==> src/rtl/serial_add_pkg.sv <==
// Shared definitions for the serial nibble add/subtract engine.
package serial_add_pkg;

  localparam int NIBBLE_W = 4;

  typedef enum logic [1:0] {
    IDLE,
    RUN,
    DONE
  } state_t;

endpackage

==> src/rtl/nibble_adder_cin.sv <==
// Combinational 4-bit ripple-carry adder with carry-in; the only arithmetic
// element of the serial engine.
module nibble_adder_cin
  import serial_add_pkg::*;
(
  input  logic [NIBBLE_W-1:0] a,
  input  logic [NIBBLE_W-1:0] b,
  input  logic                cin,
  output logic [NIBBLE_W-1:0] sum,
  output logic                cout
);

  logic [NIBBLE_W:0] w_c;

  always_comb begin
    w_c    = '0;
    sum    = '0;
    w_c[0] = cin;
    for (int i = 0; i < NIBBLE_W; i++) begin
      sum[i]   = a[i] ^ b[i] ^ w_c[i];
      w_c[i+1] = (a[i] & b[i]) | (w_c[i] & (a[i] ^ b[i]));
    end
    cout = w_c[NIBBLE_W];
  end

endmodule

==> src/rtl/serial_nibble_adder.sv <==
// Multi-word add/subtract engine: one nibble per clock, LSB nibble first,
// with carry rolled between cycles and full-width result plus flags.
module serial_nibble_adder
  import serial_add_pkg::*;
#(
  parameter int NIBBLES = 4
) (
  input  logic                         clk,
  input  logic                         rst_n,
  input  logic                         in_valid,
  output logic                         in_ready,
  input  logic [NIBBLE_W*NIBBLES-1:0]  op_a,
  input  logic [NIBBLE_W*NIBBLES-1:0]  op_b,
  input  logic                         sub,
  output logic                         out_valid,
  input  logic                         out_ready,
  output logic [NIBBLE_W*NIBBLES-1:0]  result,
  output logic                         carry_out,
  output logic                         overflow
);

  localparam int W  = NIBBLE_W * NIBBLES;
  localparam int CW = $clog2(NIBBLES + 1);
  localparam logic [CW-1:0] LAST = CW'(NIBBLES - 1);

  state_t           r_state;
  logic [CW-1:0]    r_cnt;
  logic [W-1:0]     r_a;
  logic [W-1:0]     r_b;
  logic [W-1:0]     r_result;
  logic             r_carry;
  logic             r_a_msb;
  logic             r_b_msb;
  logic             r_carry_out;
  logic             r_overflow;

  logic [W-1:0]          w_b_eff;
  logic [NIBBLE_W-1:0]   w_sum;
  logic                  w_cout;
  logic [W-1:0]          w_result_next;

  // Subtraction is A + ~B + 1: invert B here and seed the carry with sub.
  assign w_b_eff = sub ? ~op_b : op_b;

  nibble_adder_cin u_nibble_adder (
    .a    (r_a[NIBBLE_W-1:0]),
    .b    (r_b[NIBBLE_W-1:0]),
    .cin  (r_carry),
    .sum  (w_sum),
    .cout (w_cout)
  );

  // Each new nibble enters at the top so the first one ends up in bits [3:0].
  generate
    if (NIBBLES == 1) begin : g_single
      assign w_result_next = w_sum;
    end else begin : g_multi
      assign w_result_next = {w_sum, r_result[W-1:NIBBLE_W]};
    end
  endgenerate

  always_ff @(posedge clk or negedge rst_n) begin
    if (!rst_n) begin
      r_state     <= IDLE;
      r_cnt       <= '0;
      r_a         <= '0;
      r_b         <= '0;
      r_result    <= '0;
      r_carry     <= 1'b0;
      r_a_msb     <= 1'b0;
      r_b_msb     <= 1'b0;
      r_carry_out <= 1'b0;
      r_overflow  <= 1'b0;
    end else begin
      case (r_state)
        IDLE: begin
          if (in_valid) begin
            r_a     <= op_a;
            r_b     <= w_b_eff;
            r_carry <= sub;
            r_cnt   <= '0;
            r_a_msb <= op_a[W-1];
            r_b_msb <= w_b_eff[W-1];
            r_state <= RUN;
          end
        end
        RUN: begin
          r_a      <= r_a >> NIBBLE_W;
          r_b      <= r_b >> NIBBLE_W;
          r_result <= w_result_next;
          r_carry  <= w_cout;
          if (r_cnt == LAST) begin
            r_cnt       <= '0;
            r_carry_out <= w_cout;
            // The last nibble's top bit is the result sign bit.
            r_overflow  <= (r_a_msb == r_b_msb) && (w_sum[NIBBLE_W-1] != r_a_msb);
            r_state     <= DONE;
          end else begin
            r_cnt <= r_cnt + CW'(1);
          end
        end
        DONE: begin
          if (out_ready) begin
            r_state <= IDLE;
          end
        end
        default: r_state <= IDLE;
      endcase
    end
  end

  assign in_ready  = (r_state == IDLE);
  assign out_valid = (r_state == DONE);
  assign result    = r_result;
  assign carry_out = r_carry_out;
  assign overflow  = r_overflow;

endmodule
==> config.mk <==
export PLATFORM = sky130hd
export DESIGN_NAME = serial_nibble_adder
export DESIGN_NICKNAME = d
export VERILOG_FILES = /design/src/rtl/serial_add_pkg.sv /design/src/rtl/nibble_adder_cin.sv /design/src/rtl/serial_nibble_adder.sv
export SDC_FILE = /design/constraint.sdc
export NUM_CORES = 1
export LEC_CHECK = 0
export CELL_PAD_IN_SITES_DETAIL_PLACEMENT = 0
export CELL_PAD_IN_SITES_GLOBAL_PLACEMENT = 2
export CORE_ASPECT_RATIO = 1.1
export CORE_MARGIN = 3
export CORE_UTILIZATION = 34
export CTS_CLUSTER_DIAMETER = 30
export DETAILED_ROUTE_END_ITERATION = 8
export PLACE_DENSITY_LB_ADDON = 0.1
export SLEW_MARGIN = 20
export SYNTH_ARGS = -nofsm -noshare
export SYNTH_HDL_FRONTEND = slang
export SYNTH_HIERARCHICAL = 1
export SYNTH_SLANG_ARGS = --single-unit
==> constraint.sdc <==
create_clock -name clk -period 6.8 [get_ports clk]
set_input_delay 1.36 -clock clk [delete_from_list [all_inputs] [get_ports clk]]
set_output_delay 1.36 -clock clk [all_outputs]
set_load 0.01 [all_outputs]
# ---- Yosys cells after proc, flatten, opt, wreduce, memory -nomap -nowiden
# Cells that the tools add are included.
dict set report op_classes {
  n_addsub 1
  mul 0
  div_mod_pow 0
  order_cmp 0
  eq_ne 8
  n_shift 0
  mux 14
  bitwise_logic 21
  reduce_logical 7
}
# op n
set op_table {}
lappend op_table {{case mux 16 bit (2 select lines)} 2}
lappend op_table {{two-way mux 16 bit} 3}
lappend op_table {{inverter 16 bit} 1}
lappend op_table {{bitwise AND 1 bit} 8}
lappend op_table {{XOR 1 bit} 8}
lappend op_table {{two-way mux 2 bit} 3}
lappend op_table {{two-way mux 3 bit} 2}
lappend op_table {{case mux 2 bit (3 select lines)} 1}
lappend op_table {{case mux 3 bit (2 select lines)} 1}
lappend op_table {{AND reduction 2 bit} 3}
lappend op_table {{inequality test 2 bit (second input constant)} 2}
lappend op_table {{bitwise OR 1 bit} 4}
lappend op_table {{adder 3 x 1 -> 3 bit (second input constant)} 1}
lappend op_table {{equality test 3 x 2 -> 1 bit (second input constant)} 1}
lappend op_table {{AND reduction 3 bit} 1}
lappend op_table {{equality test 2 x 1 -> 1 bit (second input constant)} 1}
lappend op_table {{equality test 2 bit (second input constant)} 1}
lappend op_table {{logical NOT 2 bit} 1}
lappend op_table {{inequality test 2 x 1 -> 1 bit (second input constant)} 1}
lappend op_table {{case mux 1 bit (2 select lines)} 1}
lappend op_table {{nonzero test 2 bit} 1}
lappend op_table {{equality test 1 bit} 1}
lappend op_table {{logical AND 1 bit} 1}
lappend op_table {{two-way mux 1 bit} 1}
lappend op_table {{inequality test 1 bit} 1}
dict set report word_totals {
  ff_bits 58
  latchBits 0
  ramBits 0
  romBits 0
  in_bits 37
  output_inout_bits 20
  n_memories 0
}

# ---- Depth between registers and ports, before layout
dict set report logic_depth {
  depth_word 10
  ltp_mapped 11
  mapped_depth_nobuf 11
}

# ---- Modules after synthesis
# The synthesis kept the hierarchy.
# module instances cells_per_inst area_each_um2 seq_area_each_um2
set by_module_without_submodules {}
lappend by_module_without_submodules {serial_nibble_adder 1 269 2655.0 1451.4}
lappend by_module_without_submodules {nibble_adder_cin 1 14 117.6 0.0}

# ---- Least setup slack after synthesis
# Ideal clock, no wire load.
dict set report synth_timing {
  path_type {register -> register}
  startpoint {register r_a[0]}
  endpoint {register r_overflow, in the netlist overflow}
  arrival_time_ns 2.261
  t_required_ns 6.675
  path_slack_ns 4.415
  path_stages_with_launch 11
  n_path_buf 0
  cell_sequence {dfrtp_1 > fa_1 > inv_1 > fa_1 > inv_1 > fa_1 > inv_1 > fa_1 > inv_1 > o22ai_1 > mux2_2}
}
dict set report synth_between {
  elab_chain_cells 10
}
# item line_no
set synth_lines {}
lappend synth_lines {{start: declaration} serial_nibble_adder.sv:28} ;# logic [W-1:0] r_a;
lappend synth_lines {{start signal: assignment} serial_nibble_adder.sv:78} ;# r_a <= op_a;
lappend synth_lines {{start signal: assignment} serial_nibble_adder.sv:88} ;# r_a <= r_a >> NIBBLE_W;
lappend synth_lines {{XOR 1 bit} nibble_adder_cin.sv:21} ;# w_c[i+1] = (a[i] & b[i]) | (w_c[i] & (a[i] ^ b[i]));
lappend synth_lines {{bitwise AND 1 bit} nibble_adder_cin.sv:21}
lappend synth_lines {{bitwise OR 1 bit *} nibble_adder_cin.sv:21}
lappend synth_lines {{bitwise AND 1 bit *} nibble_adder_cin.sv:21}
lappend synth_lines {{bitwise OR 1 bit *} nibble_adder_cin.sv:21}
lappend synth_lines {{bitwise AND 1 bit *} nibble_adder_cin.sv:21}
lappend synth_lines {{bitwise OR 1 bit *} nibble_adder_cin.sv:21}
lappend synth_lines {{XOR 1 bit *} nibble_adder_cin.sv:20} ;# sum[i] = a[i] ^ b[i] ^ w_c[i];
lappend synth_lines {{net w_sum[3]} serial_nibble_adder.sv:38} ;# logic [NIBBLE_W-1:0] w_sum;
lappend synth_lines {{inequality test 1 bit *} serial_nibble_adder.sv:96} ;# r_overflow <= (r_a_msb == r_b_msb) && (w_sum[NIBBLE_W-1] != r_a_msb);
lappend synth_lines {{logical AND 1 bit *} serial_nibble_adder.sv:96}
lappend synth_lines {{end signal: assignment} serial_nibble_adder.sv:96}
lappend synth_lines {{end: declaration} serial_nibble_adder.sv:35} ;# logic r_overflow;
# Mark *: on every way through the listed nets, which the timed path passes. The rest lies on a longest branch.
# A chain may end at the register's enable or synchronous reset.

# ---- Worst setup path in the final report
dict set report layout_timing {
  startpoint {register r_state[0]}
  endpoint {output port out_valid}
}
dict set report layout_between {
  elab_chain_cells 1
}
# item line_no
set layout_lines {}
lappend layout_lines {{start: declaration} serial_nibble_adder.sv:26} ;# state_t r_state;
lappend layout_lines {{start signal: assignment} serial_nibble_adder.sv:64} ;# r_state <= IDLE;
lappend layout_lines {{start signal: assignment} serial_nibble_adder.sv:84} ;# r_state <= RUN;
lappend layout_lines {{start signal: assignment} serial_nibble_adder.sv:97} ;# r_state <= DONE;
lappend layout_lines {{equality test 2 bit} serial_nibble_adder.sv:113} ;# assign out_valid = (r_state == DONE);
lappend layout_lines {{end: declaration} serial_nibble_adder.sv:15} ;# output logic out_valid,
# No other way between the ends.

==> reports/results.md <==
| Quantity | Reported |
|:---|:---|
| Outcome | finished clean |
| Largest net degree at the start of global routing | 59 |
| Worst setup EP type | output pin |
| Crit-path slowest cell | sky130_fd_sc_hd__dfrtp_1 |
| IO Pins | 57 |
| Post-cts repair resize count | 0 |
| Sequence of cells on the critical path | nor2b_1, clkdlybuf4s50_1 |
| DRC violations left | 0 |
| Die area | 9280 sq um |
| Final non-filler cell total | 444 |
| Number of buffers added on ports | 56 |
| TritonCTS clock tree | done |
| Post-CTS setup buffer count | 0 |
| CTS H-tree depth | 3 |
| Highest cell delay on the worst timing path | 0.64 ns |
| Area added between synthesis and finish | 28.6% |
| Most common flop cell mapped by yosys | sky130_fd_sc_hd__dfrtp_1 |
| Clock transition at path regs | 0.06 ns |
| Die boundary width | 92.1 um |
| DRT Wirelength | 6360 um |
| Critical Path Start Type | flop |
| Crit path max fanout | 20 |
| Detailed router's first-iteration violation count | 67 |
| Mapped Area | 2770 sq um |
| Placeable core area | 7680 sq um |
| Total negative slack | 0 ns |
| Sequential element share of the synthesized area | 52.3% |
| Root Buffer | sky130_fd_sc_hd__clkbuf_8 |
| Wire per inst | 14.3 um |
| Number of antenna violations at the first check in global routing | 0 |
| Hold Buf Count CTS | 0 |
| Vias per Instance | 4.79 |
| Hold/Removal Path Class | reg -> reg |
| Via count of the first global-routing pass | 2089 |
| Final critical path time including I/O delays and setup | 3.14 ns |
| Leakage power | 1.63 nW |
| Maximum frequency from static timing analysis | 0.318 GHz |
| Number of diodes | 0 |
| Post-layout nets | 376 |
| Count of mapped cells out of synthesis | 283 |
| Layout cell share with drive strength beyond 1 | 7.08% |
| Critical path type | reg -> out |
| Net count after synthesis | 325 |
| Rel. slew slack | 35.9% |
| Initial core utilization | 36.1% |
| Post-placement cell count | 427 |
| Via count | 2128 |
| Total global routing overflow | 0 |
| Count of yosys warnings during synthesis | 6 |
| Largest buffer count on any clock path | 2 |
| Post-route fraction of the period consumed by the critical path | 46.2% |
| Half-perimeter wire length of the detailed placement result | 4130 um |
| Routability cong. | 0.685 |
| Slew of the pin with the lowest slew margin | 0.960 ns |
| Wire length of the first global-routing pass | 10600 um |
| Antenna-violating nets left | 0 |
| Reg2Reg Launch Point | r_a[0]$_DFFE_PN0P_ |
| Final Skew | 0.00908 ns |
| Highest ir drop seen on vdd | 0.000162 V |
| Detailed Routing Iterations Pass 1 | 5 |
| Combined global-route utilization of all metal layers | 14.8% |
| Cell variety after synth | 30 |
| Crit. Startpoint | r_state[0]$_DFFE_PN0P_ |
| Number of enable flip-flop cells after synthesis | 0 |
| Die Y-Extent | 101 um |
| Clock latency at the later pin of the worst-skew pair | 0.34 ns |
| Max-cap violations | 0 |
| Num Clock Sinks | 58 |
| Synthesized area per cell | 9.80 sq um |
| Pins over their slew limit | 0 |
| Required time reported for the critical path endpoint | 5.44 ns |
| Final setup fails | 0 |
| Row Count | 33 |
| Num CTS Buffers | 9 |
| Data arrival at the endpoint of the critical path | 1.78 ns |
| Unrepaired setup endpoints after global routing | false |
| Number of hold-slack violations in the final timing report | 0 |
| Hold path startpoint | result[1]$_DFFE_PN0N_ |
| Synthesis-stage register bit count | 58 |
| Power density over cell area | 434 nW/um^2 |
| FFs w/ async S/R, synth | 100% |
==> power breakdown <==
part	switching, W	leakage, nW	total [W]	internal, W
Combinational	0.000340	0.795	0.000638	0.000297
Sequential	0.000116	0.747	0.000608	0.000492
Clock	0.000134	0.0914	0.000303	0.000169
Total	0.000591	1.63	0.00155	0.000958
==> logic make-up after synthesis <==
logic type / share of synthesized area (%)
multiplexers: 0.812
AO/OA/AOI/OAI: 14.3
AND/OR/NAND/NOR: 18.4
flip-flops: 52.3
buffers and inverters: 5.78
XOR/XNOR: 5.05
adder cells (fa/ha/maj): 3.34
==> worst paths after layout <==
kind,endpoint,slack (ns),depth (start not counted)
worst min register to register,result[1]$_DFFE_PN0N_,0.47,2
min in group asynchronous,result[3]$_DFFE_PN0N_,1.17,2
worst max-delay path,out_valid,3.66,2
worst max register to register,overflow$_DFFE_PN0P_,4.20,10
worst min-delay path,result[1]$_DFFE_PN0N_,0.47,2
max in group asynchronous,r_b[8]$_DFFE_PN0P_,5.14,2
==> synthesized netlist by cell type, drive strengths merged (2+ instances only) <==
cell	instances	share of area [%]
nand2	70	9.5
dfrtp	58	52
nor2	17	2.5
buf	15	3.7
xnor2	15	4.7
o21ai	14	2.5
a21oi	13	2.3
a22oi	13	3.5
nor2b	13	2.9
a221o	12	4.3
inv	11	1.5
nand3	5	0.90
clkbuf	4	0.54
fa	4	2.9
a211oi	3	0.81
and2b	3	0.81
nand2b	3	0.68
mux2	2	0.81
==> worst max-delay path: cells and delay by family (launching register included) <==
family        cells  cell delay [ns]
buf+inv           1             0.56
flops             1             0.64
simple gates      1             0.25
==> metal layers <==
metal	up-vias	wire (um)	part of all wire [%]	GRT usage, %
met2	54	2920	46	22.4
met5	-	0	0	0
met4	0	147	2.3	7.89
met1	1021	2990	47	19.9
li1	1042	-	-	-
met3	11	295	4.6	2.99
==> state kept, by name, summed over array words and instances (netlist names) <==
register   flops
r_a           16
r_b           16
result        16
r_cnt          3
r_state        2
carry_out      1
overflow       1
r_a_msb        1
r_b_msb        1
r_carry        1
==> layout make-up <==
class                      count  area, sq um
fill                         793         4110
sequential                    58         1450
multi-input combinational    195         1170
timing repair buffer          59          591
clock buffer                  13          139
tap                          105          131
inverter                      11         41.3
clock inverter                 3         40.0
==> stage by stage <==
step	power (W)	utilization (%)	setup WS [ns]	hold WS, ns	cell area [sq um]
floorplan	0.00102	-	4.41	0.447	2770
global placement	0.00123	43.8	3.37	0.457	3360
detailed placement	0.00125	43.8	3.30	0.462	3360
CTS	0.00156	46.1	3.65	0.479	3540
global route	0.00168	46.4	3.44	0.508	3570
finish	0.00155	46.4	3.66	0.471	3570
==> cell usage in the layout, fill, tap and decap left out, types with 2 or more instances in the layout <==
cell	count
sky130_fd_sc_hd__and2b_1	3
sky130_fd_sc_hd__dfrtp_1	58
sky130_fd_sc_hd__a21oi_1	13
sky130_fd_sc_hd__o21ai_1	5
sky130_fd_sc_hd__clkinv_2	2
sky130_fd_sc_hd__inv_1	11
sky130_fd_sc_hd__nor2_2	2
sky130_fd_sc_hd__nand2_1	70
sky130_fd_sc_hd__nor2_1	15
sky130_fd_sc_hd__buf_4	2
sky130_fd_sc_hd__clkbuf_1	4
sky130_fd_sc_hd__nand3_1	5
sky130_fd_sc_hd__o21ai_0	9
sky130_fd_sc_hd__clkbuf_8	9
sky130_fd_sc_hd__a22oi_1	13
sky130_fd_sc_hd__mux2_2	2
sky130_fd_sc_hd__fa_1	4
sky130_fd_sc_hd__clkdlybuf4s50_1	55
sky130_fd_sc_hd__nor2b_1	12
sky130_fd_sc_hd__nand2b_1	3
sky130_fd_sc_hd__a221o_1	12
sky130_fd_sc_hd__a211oi_1	3
sky130_fd_sc_hd__xnor2_1	15
No activity file was read; power rests on OpenSTA's default activity.
